File: config.mk
export PLATFORM = sky130hd
export DESIGN_NAME = lsu_port_arb
export DESIGN_NICKNAME = d
export VERILOG_FILES = /design/src/rtl/lsu_port_arb.sv
export SDC_FILE = /design/constraint.sdc
export NUM_CORES = 1
export LEC_CHECK = 0
export BUFFER_PORTS_ARGS = -buffer_cell sky130_fd_sc_hd__buf_2
export CAP_MARGIN = 40
export CELL_PAD_IN_SITES_DETAIL_PLACEMENT = 0
export CELL_PAD_IN_SITES_GLOBAL_PLACEMENT = 1
export CORE_AREA = 3 3 116 118
export CTS_BUF_LIST = sky130_fd_sc_hd__clkbuf_8
export DETAILED_ROUTE_END_ITERATION = 8
export DIE_AREA = 0 0 119 121
export PLACE_DENSITY = 0.83
export SYNTH_ARGS = -nofsm -noshare
export SYNTH_HDL_FRONTEND = slang
export SYNTH_SLANG_ARGS = --single-unit
File: constraint.sdc
create_clock -name clk -period 5.7 [get_ports clk]
set_input_delay 0.57 -clock clk [delete_from_list [all_inputs] [get_ports clk]]
set_output_delay 0.57 -clock clk [all_outputs]
set_load 0.005 [all_outputs]
File: src/rtl/lsu_port_arb.sv
// LSU memory-port arbiter: issue queue vs. store drain onto one DCache port.
// Tracks response ownership in order; flush drops issue-queue responses.
package lsu_port_arb_pkg;

  typedef struct packed {
    logic [31:0] addr;
    logic [31:0] wdata;
    logic [3:0]  be;
    logic        we;
    logic [2:0]  tag;
  } iq_lsu_pkg_t;

  typedef struct packed {
    logic [31:0] rdata;
    logic [2:0]  tag;
    logic        err;
  } lsu_iq_pkg_t;

endpackage

module lsu_port_arb
  import lsu_port_arb_pkg::*;
#(
  parameter int OUTSTANDING = 4,
  parameter int STARVE_MAX  = 8
) (
  input  logic        clk,
  input  logic        rst_n,
  input  logic        flush,
  input  logic        req0_valid_i,
  output logic        req0_ready_o,
  input  iq_lsu_pkg_t req0_i,
  input  logic        req1_valid_i,
  output logic        req1_ready_o,
  input  iq_lsu_pkg_t req1_i,
  output logic        mem_valid_o,
  input  logic        mem_ready_i,
  output iq_lsu_pkg_t mem_req_o,
  input  logic        mem_resp_valid_i,
  output logic        mem_resp_ready_o,
  input  lsu_iq_pkg_t mem_resp_i,
  output logic        resp0_valid_o,
  input  logic        resp0_ready_i,
  output logic        resp1_valid_o,
  input  logic        resp1_ready_i,
  output lsu_iq_pkg_t resp_o
);

  localparam int PW = (OUTSTANDING > 1) ? $clog2(OUTSTANDING) : 1;
  localparam int CW = $clog2(OUTSTANDING + 1);
  localparam int SW = $clog2(STARVE_MAX + 1);

  localparam logic [PW-1:0] PTR_LAST = PW'(OUTSTANDING - 1);
  localparam logic [CW-1:0] CNT_MAX  = CW'(OUTSTANDING);
  localparam logic [SW-1:0] STV_MAX  = SW'(STARVE_MAX);

  logic [PW-1:0]          r_head;
  logic [PW-1:0]          r_tail;
  logic [CW-1:0]          r_count;
  logic [SW-1:0]          r_starve;
  logic [OUTSTANDING-1:0] r_own;
  logic [OUTSTANDING-1:0] r_drop;

  logic w_can_grant;
  logic w_v0;
  logic w_v1;
  logic w_starved;
  logic w_sel0;
  logic w_sel1;
  logic w_push;
  logic w_pop;
  logic w_nonempty;
  logic w_hd_own;
  logic w_hd_drop;

  function automatic logic [PW-1:0] f_nxt(input logic [PW-1:0] p);
    return (p == PTR_LAST) ? '0 : p + 1'b1;
  endfunction

  // Count is the registered value: a same-cycle pop never frees a slot.
  assign w_can_grant = rst_n && (r_count < CNT_MAX);
  assign w_v0        = req0_valid_i && !flush;
  assign w_v1        = req1_valid_i;
  assign w_starved   = (r_starve == STV_MAX);
  assign w_sel0      = w_v0 && (w_starved || !w_v1);
  assign w_sel1      = w_v1 && !w_sel0;

  assign mem_valid_o  = w_can_grant && (w_sel0 || w_sel1);
  assign mem_req_o    = w_sel0 ? req0_i : req1_i;
  assign req0_ready_o = mem_ready_i && w_can_grant && w_sel0;
  assign req1_ready_o = mem_ready_i && w_can_grant && w_sel1;
  assign w_push       = mem_valid_o && mem_ready_i;

  assign w_nonempty = rst_n && (r_count != '0);
  assign w_hd_own   = r_own[r_head];
  assign w_hd_drop  = r_drop[r_head];
  assign resp_o     = mem_resp_i;

  // Route the in-order response by the head entry's owner and drop flag.
  always_comb begin
    mem_resp_ready_o = 1'b0;
    resp0_valid_o    = 1'b0;
    resp1_valid_o    = 1'b0;
    if (w_nonempty) begin
      if (w_hd_drop) begin
        mem_resp_ready_o = 1'b1;
      end else if (w_hd_own) begin
        resp1_valid_o    = mem_resp_valid_i;
        mem_resp_ready_o = resp1_ready_i;
      end else begin
        resp0_valid_o    = mem_resp_valid_i;
        mem_resp_ready_o = resp0_ready_i;
      end
    end
  end

  assign w_pop = mem_resp_valid_i && mem_resp_ready_o;

  // Owner FIFO pointers and occupancy.
  always_ff @(posedge clk) begin
    if (!rst_n) begin
      r_head  <= '0;
      r_tail  <= '0;
      r_count <= '0;
    end else begin
      if (w_push) r_tail <= f_nxt(r_tail);
      if (w_pop)  r_head <= f_nxt(r_head);
      if (w_push && !w_pop)      r_count <= r_count + 1'b1;
      else if (!w_push && w_pop) r_count <= r_count - 1'b1;
    end
  end

  // Owner/drop storage; flush marks owner-0 slots (stale ones are rewritten on push).
  always_ff @(posedge clk) begin
    if (!rst_n) begin
      r_own  <= '0;
      r_drop <= '0;
    end else begin
      for (int i = 0; i < OUTSTANDING; i++) begin
        if (flush && !r_own[i]) r_drop[i] <= 1'b1;
      end
      if (w_push) begin
        r_own[r_tail]  <= w_sel1;
        r_drop[r_tail] <= 1'b0;
      end
    end
  end

  // Starvation counter for the issue queue while it loses arbitration.
  always_ff @(posedge clk) begin
    if (!rst_n) begin
      r_starve <= '0;
    end else if (flush || (w_push && w_sel0)) begin
      r_starve <= '0;
    end else if (req0_valid_i && (r_starve != STV_MAX)) begin
      r_starve <= r_starve + 1'b1;
    end
  end

endmodule

## Word level (Yosys, flattened, before mapping)

Cells that the tools add are included.

| word-level totals | value |
|---|---|
| register bits | 19 |
| bits of input ports | 189 |
| output and inout port bits | 114 |
| word-level logic and storage cells | 87 |

| operators by class | value |
|---|---|
| $add $sub $neg | 5 |
| $lt $le $gt $ge | 4 |
| equality and inequality tests | 4 |
| multiplexer cells | 30 |
| bitwise logic cells | 3 |
| reductions and logical operators | 35 |

Operators by type and width:

| cell | count |
|---|---|
| two-way mux 72 bit | 1 |
| logical AND 1 bit | 20 |
| two-way mux 1 bit | 20 |
| zero test 1 bit | 9 |
| < comparator 2 x 3 -> 1 bit (second input constant) | 2 |
| two-way mux 3 bit | 2 |
| adder 2 x 1 -> 2 bit (second input constant) | 2 |
| adder 4 x 1 -> 4 bit (second input constant) | 1 |
| AND 4 bit | 1 |
| binary-select mux 1 bit (select 2 bit) | 2 |
| bitwise mux 4 bit | 1 |
| equality test 2 bit (second input constant) | 2 |
| equality test 4 bit (second input constant) | 1 |
| two-way mux 2 bit | 2 |
| two-way mux 4 bit | 1 |
| != test 4 bit (second input constant) | 1 |
| NOT 4 bit | 1 |
| adder 3 x 1 -> 3 bit (second input constant) | 1 |
| logical OR 1 bit | 3 |
| < comparator 3 bit (second input constant) | 1 |
| nonzero test 3 bit | 1 |
| subtractor 3 x 1 -> 3 bit (second input constant) | 1 |
| demux 1 bit (select 2 bit) | 1 |
| greater-or-equal comparator 2 x 1 -> 1 bit (second input constant) | 1 |
| other kinds (3) | 3 |

## Longest topological paths before layout

Gate-level depths: netlist of run 1.

| depth | value |
|---|---|
| word-level depth | 12 |
| mapped depth | 11 |
| depth with buffers taken out | 10 |

## Worst setup path before layout of run 1

Ideal clock, no wire load.

| timing | value |
|---|---|
| path kind | register -> register |
| start | register r_head[0] |
| end | register r_count[2] |
| setup time | 0.071 ns |
| data arrival time | 2.538 ns |
| data required time | 5.629 ns |
| slack | 3.092 ns |
| stages on the path, launching flop included | 11 |
| buffers on the path | 0 |
| clock period less this slack | 2.608 ns |
| path through | dfxtp_1 mux4_2 mux2i_1 nand2b_1 nand2_1 ha_1 inv_1 fa_1 xor2_1 or3_1 a21oi_1 |

| between the ends | value |
|---|---|
| cells in the longest elaborated chain, start to end | 9 |
| elaborated cells between the ends (all ways) | 13 |
| those cells by class | 8 x mux; 5 x reduce/logical |

RTL lines:

| what | line | text |
|---|---|---|
| from (decl) | 57 | `logic [PW-1:0] r_head;` |
| from (signal assigned) | 127 | `if (w_pop) r_head <= f_nxt(r_head);` |
| binary-select mux 1 bit (select 2 bit) | 95 | `assign w_hd_own = r_own[r_head];` |
| two-way mux 1 bit (implied by the code) | 95 |  |
| two-way mux 1 bit | 107 | `end else if (w_hd_own) begin` |
| two-way mux 1 bit * | 105 | `if (w_hd_drop) begin` |
| two-way mux 1 bit * | 104 | `if (w_nonempty) begin` |
| logical AND 1 bit * | 117 | `assign w_pop = mem_resp_valid_i && mem_resp_ready_o;` |
| zero test 1 bit | 128 | `if (w_push && !w_pop) r_count <= r_count + 1'b1;` |
| logical AND 1 bit | 128 |  |
| two-way mux 3 bit or nonzero test 2 bit (tied branches) | n/a |  |
| to (signal assigned) | 128 |  |
| to (signal assigned) | 129 | `else if (!w_push && w_pop) r_count <= r_count - 1'b1;` |
| to (decl) | 59 | `logic [CW-1:0] r_count;` |

Mark *: on every way between the ends. The rest lies on a longest branch, timed or not. The select of a mux whose other input is x is not followed.
A chain may end at the register's enable or synchronous reset.

==> impl_metrics.csv, run 1 <==
group,metric,value,unit
route,drt_wl_total,8902,µm
timing,skew,9.263,ps
global_route,grt_pass1_vias,2325,
timing,layout_setup_ws,2508,ps
yosys,synthTopCellsByArea,"mux2_2 33%, dfxtp_1 17%, buf_4 14%",
power_and_ir_drop,intPower,309.4,µW
critical_path,cp_data_arrival_time,2620,ps
global_route,grt_max_degree,27,
final_layout,final_area,3386,µm²
floorplan,dieWidth,119,µm
timing,fin_tns_setup,0,ps
timing,tightest_slew,536.8,ps
placed_design,io_buffers,230,
timing,rsz0062_at_grt,"false",
yosys,syn_nets,440,
power_and_ir_drop,powerDensity,132.9,nW/µm²
global_route,grt_use_total,0.1068,
cts,cts_made_buffers,3,
floorplan,floorplan.initialDensity,0.1812,
floorplan,dieArea,14400,µm²
power_and_ir_drop,ir_worst_vdd,0.07221,mV
global_route,overflow,0,
yosys,synth_edf_count,0,
cts,clock_sinks,19,
timing,fin_crit_sh,0.5601,
critical_path,worstPathBufferInverterCount,4,
power_and_ir_drop,swShare,0.3125,
critical_path,path_delay_family,"buffers and inverters",
cts,clk_pin_slew,70,ps
power_and_ir_drop,p_switching,140.6,µW
cts,cts_resized,0,
critical_path,critPathMaxStageDelay,530,ps
power_and_ir_drop,power_frac_seq,0.340,
yosys,synth_flop_cell,"dfxtp_1",
placed_design,place_hpwl,7958,µm
worst_hold_path,hold_class,"flop to flop",
final_layout,layout-drive-gt1-share,0.7123,
route,vias_per_cell,4.079,
yosys,synth_top_area_frac,0.3264,
yosys,ys_warn_count,0,
job,cap_violations,0,
yosys,synth.largest_area_cell,"mux2_2",
yosys,synth_seq_area_share,0.1670,
critical_path,path_cells,"inv_1 > ha_1 > nand3b_1 > a21boi_4 > buf_16 > buf_4 > mux2_2 > buf_2",
yosys,synth-seq-cells,19,
placed_design,dpl_cell_area,3334,µm²
critical_path,cp-end-kind,"output pin",
route,first_pass_iters,4,
yosys,synthesis.area,2277,µm²
floorplan,num_io_pins,303,
cts,clk_path_buf_depth,2,
timing,hold_viol,0,
cts,cts_tree,"yes",
final_layout,fin_nets,630,
cts,post-cts-setup-buffers,0,
cts,cts_hold_buf,0,
route,drc,0,
final_layout,syn2layout_area_growth,48.68,%
yosys,syn_inst,242,
timing,max_freq,313.3,MHz
outcome,status,"complete, no violations",
global_route,grt_pass1_wl,12230,µm
floorplan,dieHeight,121,µm
route,num_vias,2464,
timing,timing.slew.headroom,0.6412,
floorplan,core_area,12570,µm²
critical_path,critical_path.slowest_cell,"a21boi_4",
power_and_ir_drop,p_clk_frac,0.217,
timing,report.final.slew_viol_count,0,
power_and_ir_drop,p_leak,0.001694,µW
placed_design,numPlacedInstances,599,
critical_path,crit_required,5130,ps
global_route,antenna_found_initial,2,
cts,htree_num_levels,1,
yosys,async_flop_share,0,
cts,clkLatencyLatePin,260,ps
placed_design,place.gp.congestion,0.7025,
floorplan,rows,41,
timing,setup_viol,0,
timing,whs,498.8,ps
route,wl_per_cell,14.74,µm
critical_path,path_max_fanout,26,
route,drt_iter0_markers,99,
placed_design,place_ws,2588,ps
timing,finalCriticalPeriod,3192,ps
critical_path,startpoint_type,"flop",
route,ant_nets,0,
cts,ctsRootBufferMaster,"clkbuf_8",
critical_path,path_class,"flop to output pin",
power_and_ir_drop,combPwrFrac,0.443,
yosys,avgSynthCellArea,9.410,µm²
yosys,yosysUniqueCellTypes,38,
final_layout,instances_no_fill,604,
layout make-up:
class	count	area, µm²
Timing Repair Buffer	233	1194
Clock inverter	1	7.507
Clock buffer	3	41.29
Antenna cell	1	2.502
Sequential cell	19	380.4
Fill cell	1388	9183
Multi-Input combinational cell	162	1496
Tap cell	172	215.2
Inverter	13	48.80
state kept, by name, summed over array words and instances (netlist names):
name / count
r_tail: 2
r_starve: 4
r_own: 4
r_drop: 4
r_count: 3
r_head: 2
worst register-to-register path, delay by kind of cell (launching register included):
family | cells | cell delay [ps]
and+or+nand+nor | 3 | 540
DFF | 1 | 440
adders and majority gates | 2 | 550
buffers and inverters | 1 | 60
AOI/OAI and AO/OA | 1 | 140
muxes | 2 | 940
xor gates and xnor gates | 1 | 160
power groups by stage:
stage / Combinational [µW] / Clock (µW) / Sequential, µW
after floorplan: 120 / 0 / 153
after global routing: 220 / 105 / 156
final: 199 / 97.6 / 153
after CTS: 202 / 98.1 / 154
after detailed placement: 201 / 0 / 157
after global placement: 198 / 0 / 156
worst paths after layout:
path | slack (ps) | from | depth (start not counted) | to
hold / removal | 500 | r_starve[1]$_SDFFE_PP0P_ | 2 | r_starve[1]$_SDFFE_PP0P_
setup / recovery | 2510 | r_starve[0]$_SDFFE_PP0P_ | 8 | mem_req_o[18]
hold reg to reg | 500 | r_starve[1]$_SDFFE_PP0P_ | 2 | r_starve[1]$_SDFFE_PP0P_
setup reg to reg | 2800 | r_head[0]$_SDFFE_PN0P_ | 10 | r_count[2]$_SDFFE_PN0P_
placed cells by master, fill, tap and decap left out, types with 3 or more instances in the layout:
| master | n |
|---|---|
| clkbuf_8 | 3 |
| inv_1 | 13 |
| nand3_1 | 3 |
| nor2_1 | 14 |
| mux2_2 | 66 |
| xor2_1 | 4 |
| nor3b_1 | 4 |
| mux2_1 | 6 |
| nand4_1 | 3 |
| o211ai_1 | 5 |
| ha_1 | 8 |
| mux2i_1 | 7 |
| a21oi_1 | 7 |
| dfxtp_1 | 19 |
| buf_2 | 230 |
| nand2_1 | 8 |
| or3_1 | 3 |
stage by stage:
step | utilization | power, µW
after global placement | 0.2631 | 354.5
after global routing | 0.2692 | 481.5
after CTS | 0.2692 | 454.1
after detailed placement | 0.2653 | 358.0
after floorplan | - | 273.1
final | 0.2694 | 450.1
routing by layer:
layer / vias up / part of all wire / routed length [µm] / global-route usage
li1: 1201 / - / - / -
met1: 1106 / 0.39 / 3475 / 0.1272
met2: 143 / 0.48 / 4261 / 0.1766
met3: 12 / 0.12 / 1098 / 0.05315
met4: 2 / 0.0056 / 50 / 0.01593
met5: - / 0.0018 / 16 / 0
logic make-up (layout without fill, tap and decap cells):
kind of cell,count (synthesis),in the layout,synth area share
simple gates,46,46,0.1088
other cells,0,1,0
mux,81,81,0.4082
compound gates,21,21,0.06814
buf+inv,61,250,0.1758
flops,19,19,0.1670
fa+ha+maj,9,9,0.05275
xor+xnor,5,5,0.01923
synthesized netlist by cell type, types with 2 or more instances:
cell type	instances
and2_1	2
o211ai_1	5
ha_1	8
o21ai_0	2
buf_2	2
dfxtp_1	19
mux2_2	66
nor2_1	14
mux2i_1	7
a21oi_1	7
nand4_1	3
nand2b_1	2
mux2_1	6
nand2_1	8
o311a_1	2
clkbuf_1	2
nor3_1	2
nor3b_1	4
inv_1	13
or3_1	3
buf_4	43
xor2_1	4
nand3_1	3
Power figures use the tool's default switching activity.
==> run 2: changes to the inputs <==
CORE_AREA = unset   (was 3 3 116 118)
CORE_MARGIN = 3   (was unset)
CORE_UTILIZATION = 18   (was unset)
DIE_AREA = unset   (was 0 0 119 121)
PLACE_DENSITY = 0.86   (was 0.83)
clock period = 2.8 ns   (was 5.7 ns; I/O delays follow)
==> impl_metrics.csv, run 2 (synthesis gave the netlist of run 1 again) <==
group,metric,value,unit
global_route,grt_pass1_vias,2532,
cts,htree_num_levels,1,
cts,cts_hold_buf,0,
critical_path,ff2ff_path_depth,10,
critical_path,cp-end-kind,"flop",
timing,rsz0062_at_grt,"false",
timing,fin_tns_setup,0,ps
global_route,grt_max_degree,41,
route,drt_wl_total,8927,µm
floorplan,rows,40,
cts,ctsRootBufferMaster,"clkbuf_8",
placed_design,place_hpwl,7973,µm
final_layout,layout-drive-gt1-share,0.7136,
power_and_ir_drop,powerDensity,270.8,nW/µm²
timing,timing.slew.headroom,0.6711,
floorplan,dieArea,14040,µm²
job,cap_violations,0,
critical_path,path_class,"flop to flop",
critical_path,path_max_fanout,5,
power_and_ir_drop,p_clk_frac,0.207,
floorplan,floorplan.initialDensity,0.1865,
power_and_ir_drop,power_frac_seq,0.335,
critical_path,crit_required,2980,ps
final_layout,top_regs,"r_drop (4), r_own (4), r_starve (4)",
timing,hold_viol,0,
global_route,grt_use_total,0.1165,
critical_path,critPathMaxStageDelay,580,ps
route,first_pass_iters,4,
global_route,overflow,0,
timing,max_freq,382.6,MHz
final_layout,fin_nets,632,
route,ant_nets,0,
placed_design,io_buffers,230,
route,vias_per_cell,4.092,
route,wl_per_cell,14.85,µm
global_route,antenna_found_initial,0,
cts,cts_made_buffers,3,
timing,skew,2.644,ps
power_and_ir_drop,ir_worst_vdd,0.1595,mV
cts,cts_tree,"yes",
cts,clkLatencyLatePin,250,ps
power_and_ir_drop,p_leak,0.001709,µW
worst_hold_path,hold_class,"input pin to flop",
timing,fin_crit_sh,0.9334,
final_layout,final_cell_mix,"230 x buf_2, 66 x mux2_2, 19 x dfxtp_1",
floorplan,dieHeight,118.5,µm
route,num_vias,2459,
placed_design,place.gp.congestion,0.8170,
timing,tightest_slew,488.1,ps
critical_path,cp_data_arrival_time,2800,ps
route,drt_iter0_markers,88,
floorplan,dieWidth,118.5,µm
timing,setup_viol,0,
route,drc,0,
final_layout,fin_util,0.2780,
timing,report.final.slew_viol_count,0,
critical_path,path_cells,"mux4_2 > mux2i_4 > nand2b_1 > nand2_1 > ha_1 > inv_1 > fa_1 > xor2_1 > or3_1 > a21oi_1",
final_layout,fillCellCount,1355,
critical_path,critical_path.slowest_cell,"mux4_2",
cts,clk_path_buf_depth,2,
worst_hold_path,holdPathStages,3,
cts,clock_sinks,19,
final_layout,syn2layout_area_growth,49.07,%
floorplan,num_io_pins,303,
floorplan,core_area,12210,µm²
power_and_ir_drop,intPower,634.5,µW
final_layout,diodes,0,
cts,clk_pin_slew,70,ps
power_and_ir_drop,swShare,0.3098,
global_route,grt_pass1_wl,13340,µm
final_layout,final_common_cell,"buf_2",
power_and_ir_drop,combPwrFrac,0.458,
final_layout,multi_input_area,1509,µm²
critical_path,startpoint_type,"flop",
power_and_ir_drop,p_switching,284.7,µW
outcome,status,"complete, no violations",
final_layout,ff_latch_area,380.4,µm²
timing,finalCriticalPeriod,2613,ps
-- run 2: changes by cell type in the layout (fill, tap and decap cells not counted), sizes merged --
cell	delta
diode	-1
clkinvlp	-1
buf	+2
inv	+1
-- run 2: power groups by stage --
stage | sequential, µW | combinational (µW) | clock [µW]
CTS | 308 | 424 | 194
detailed placement | 315 | 421 | 0
global route | 313 | 468 | 208
global placement | 313 | 420 | 0
floorplan | 311 | 244 | 0
finish | 308 | 421 | 190
-- run 2: area by class of cell --
type / instances / share of cell area
repair buffers: 235 / 0.3539
flip-flops and latches: 19 / 0.1121
well taps: 168 / 0.06192
multi-input cells: 162 / 0.4445
clock inverters: 1 / 0.001106
inverters: 13 / 0.01438
clock buffers: 3 / 0.01216
-- run 2: routing by layer --
metal	routed length (µm)	track usage
met5	0	0
met4	27	0.007965
met1	3610	0.1433
met2	4449	0.2079
met3	840	0.03684
-- run 2: path summary, 6_finish.rpt --
check	startpoint	end	slack (ps)
min reg2reg	r_starve[1]$_SDFFE_PP0P_	r_starve[1]$_SDFFE_PP0P_	510
min	req0_valid_i	r_starve[1]$_SDFFE_PP0P_	340
max	r_head[0]$_SDFFE_PN0P_	r_count[2]$_SDFFE_PN0P_	190
max reg2reg	r_head[0]$_SDFFE_PN0P_	r_count[2]$_SDFFE_PN0P_	190
-- run 2: through the flow --
step	cells	setup WS, ps	power, µW	hold WS (ps)	cell area (µm²)
after floorplan	242	191.6	555.9	440.0	2277
after global placement	597	141.5	733.2	490.5	3337
after detailed placement	597	75.84	735.6	499.6	3337
after CTS	601	43.64	925.9	346.1	3382
after global routing	601	11.66	989.5	376.5	3395
final	601	186.5	919.2	341.2	3395
-- run 2: critical path, delay by kind of cell (launching register included) --
family,cells,cell delay [ps]
fa+ha+maj,2,530
buf+inv,1,60
compound gates,1,140
mux,2,810
flops,1,370
xor+xnor,1,160
simple gates,3,480
-- run 2: timing repair --
item | CTS | global route
setup endpoints to repair | 0 | 1
gates resized for setup | 0 | 2
setup buffers | 0 | 0
==> run 3: changes to the inputs <==
CORE_ASPECT_RATIO = 0.75   (was unset)
==> impl_metrics.csv, run 3 (synthesis gave the netlist of run 1 again) <==
group,metric,value,unit
outcome,status,"complete, no violations",
floorplan,dieWidth,135.9,µm
critical_path,cp-end-kind,"flop",
global_route,grt_use_total,0.1125,
timing,whs,345.2,ps
placed_design,io_buffers,230,
critical_path,path_class,"flop to flop",
global_route,grt_pass1_vias,2334,
final_layout,fillCellCount,1285,
global_route,antenna_found_initial,2,
global_route,overflow,0,
worst_hold_path,hold_class,"input pin to flop",
cts,cts_hold_buf,0,
placed_design,place_hpwl,8144,µm
power_and_ir_drop,p_total,918.0,µW
final_layout,syn2layout_area_growth,48.52,%
placed_design,place.gp.congestion,0.7093,
global_route,grt_pass1_wl,12300,µm
timing,finalCriticalPeriod,2664,ps
final_layout,fin_util,0.2829,
power_and_ir_drop,powerDensity,271.4,nW/µm²
critical_path,cp_data_arrival_time,2850,ps
cts,clk_path_buf_depth,2,
power_and_ir_drop,combPwrFrac,0.455,
power_and_ir_drop,p_clk_frac,0.205,
floorplan,floorplan.initialDensity,0.1905,
cts,clock_sinks,19,
critical_path,crit_required,2980,ps
final_layout,final_cell_mix,"230 x buf_2, 66 x mux2_2, 18 x dfxtp_1",
final_layout,fin_nets,630,
cts,cts_made_buffers,3,
final_layout,layout-drive-gt1-share,0.7193,
route,first_pass_iters,4,
timing,max_freq,375.4,MHz
timing,report.final.slew_viol_count,0,
route,drc,0,
global_route,use_met2,0.1693,
route,num_vias,2485,
cts,ctsRootBufferMaster,"clkbuf_8",
worst_hold_path,holdPathStages,3,
timing,setup_viol,0,
cts,cts_tree,"yes",
timing,skew,1.926,ps
global_route,use_met1,0.1576,
floorplan,dieArea,14050,µm²
power_and_ir_drop,p_switching,285.5,µW
floorplan,dieHeight,103.4,µm
power_and_ir_drop,power_frac_seq,0.340,
global_route,met3_usage,0.04304,
cts,clk_pin_slew,70,ps
route,drt_iter0_markers,113,
route,ant_nets,0,
final_layout,ff_latch_area,384.1,µm²
global_route,grt_max_degree,50,
final_layout,top_regs,"r_drop (4), r_own (4), r_starve (4)",
power_and_ir_drop,swShare,0.3110,
timing,fin_crit_sh,0.9515,
route,drt_wl_total,9158,µm
critical_path,ff2ff_path_depth,10,
power_and_ir_drop,intPower,632.5,µW
final_layout,final_common_cell,"buf_2",
route,vias_per_cell,4.184,
floorplan,rows,34,
power_and_ir_drop,p_leak,0.001696,µW
cts,clkLatencyLatePin,250,ps
critical_path,path_max_fanout,5,
route,wl_per_cell,15.42,µm
critical_path,startpoint_type,"flop",
power_and_ir_drop,ir_worst_vdd,0.1620,mV
global_route,grt_busiest_layer,"met2",
final_layout,multi_input_area,1511,µm²
floorplan,core_area,11950,µm²
timing,timing.slew.headroom,0.6687,
cts,htree_num_levels,1,
floorplan,num_io_pins,303,
job,cap_violations,0,
timing,hold_viol,0,
timing,tightest_slew,496.4,ps
-- run 3: cell count changes in the layout (fill, tap and decap cells not counted), sizes merged --
cell,delta
buf,-2
clkinv,+1
diode,+1
inv,-1
-- run 3: final timing paths --
| path | from | to | slack (ps) |
|---|---|---|---|
| worst max register to register | r_head[0]$_SDFFE_PN0P_ | r_count[2]$_SDFFE_PN0P_ | 140 |
| worst max-delay path | r_head[0]$_SDFFE_PN0P_ | r_count[2]$_SDFFE_PN0P_ | 140 |
| worst min register to register | r_starve[1]$_SDFFE_PP0P_ | r_starve[1]$_SDFFE_PP0P_ | 510 |
| worst min-delay path | req0_valid_i | r_starve[1]$_SDFFE_PP0P_ | 350 |
-- run 3: worst max-delay path, cell delays in order (launching register included) --
cell	delay, ps
dfxtp_4	380
mux4_2	560
mux2i_4	230
nand2b_1	110
nand2_1	90
ha_2	180
inv_1	50
fa_1	360
xor2_1	160
or3_1	320
a21oi_1	150
-- run 3: what timing repair did --
item / CTS / global route
gates cloned: 0 / 0
resized for setup: 2 / 3
endpoints found under the setup margin: 1 / 1
buffers inserted: 0 / 1
-- run 3: final cells by class --
cell class	instances	share of cell area
clock buffer	3	0.01221
tap	162	0.05993
inverter	13	0.01443
multi-input combinational	162	0.4469
timing repair buffer	233	0.3507
sequential	19	0.1136
clock inverter	1	0.001480
antenna	1	0.0007399
-- run 3: power by group through the flow --
stage / clock network [µW] / registers, µW / logic (µW)
4_1_cts: 200 / 311 / 422
6_report: 188 / 312 / 418
3_5_place_dp: 0 / 317 / 416
2_1_floorplan: 0 / 311 / 244
3_3_place_gp: 0 / 316 / 408
5_1_grt: 208 / 315 / 464
-- run 3: routing by layer --
| layer | vias up | part of all wire |
|---|---|---|
| li1 | 1200 | - |
| met1 | 1141 | 0.42 |
| met2 | 136 | 0.47 |
| met3 | 6 | 0.10 |
| met4 | 2 | 0.0046 |
| met5 | - | 0.0017 |
-- run 3: per-stage QoR --
step	area [µm²]	TNS [ps]	worst slack (ps)	instances
floorplan	2277	0	191.6	242
global route	3382	-20.12	-20.12	594
global placement	3307	0	15.51	588
detailed placement	3307	-106.8	-106.8	588
finish	3382	0	135.9	594
CTS	3366	0	19.56	592
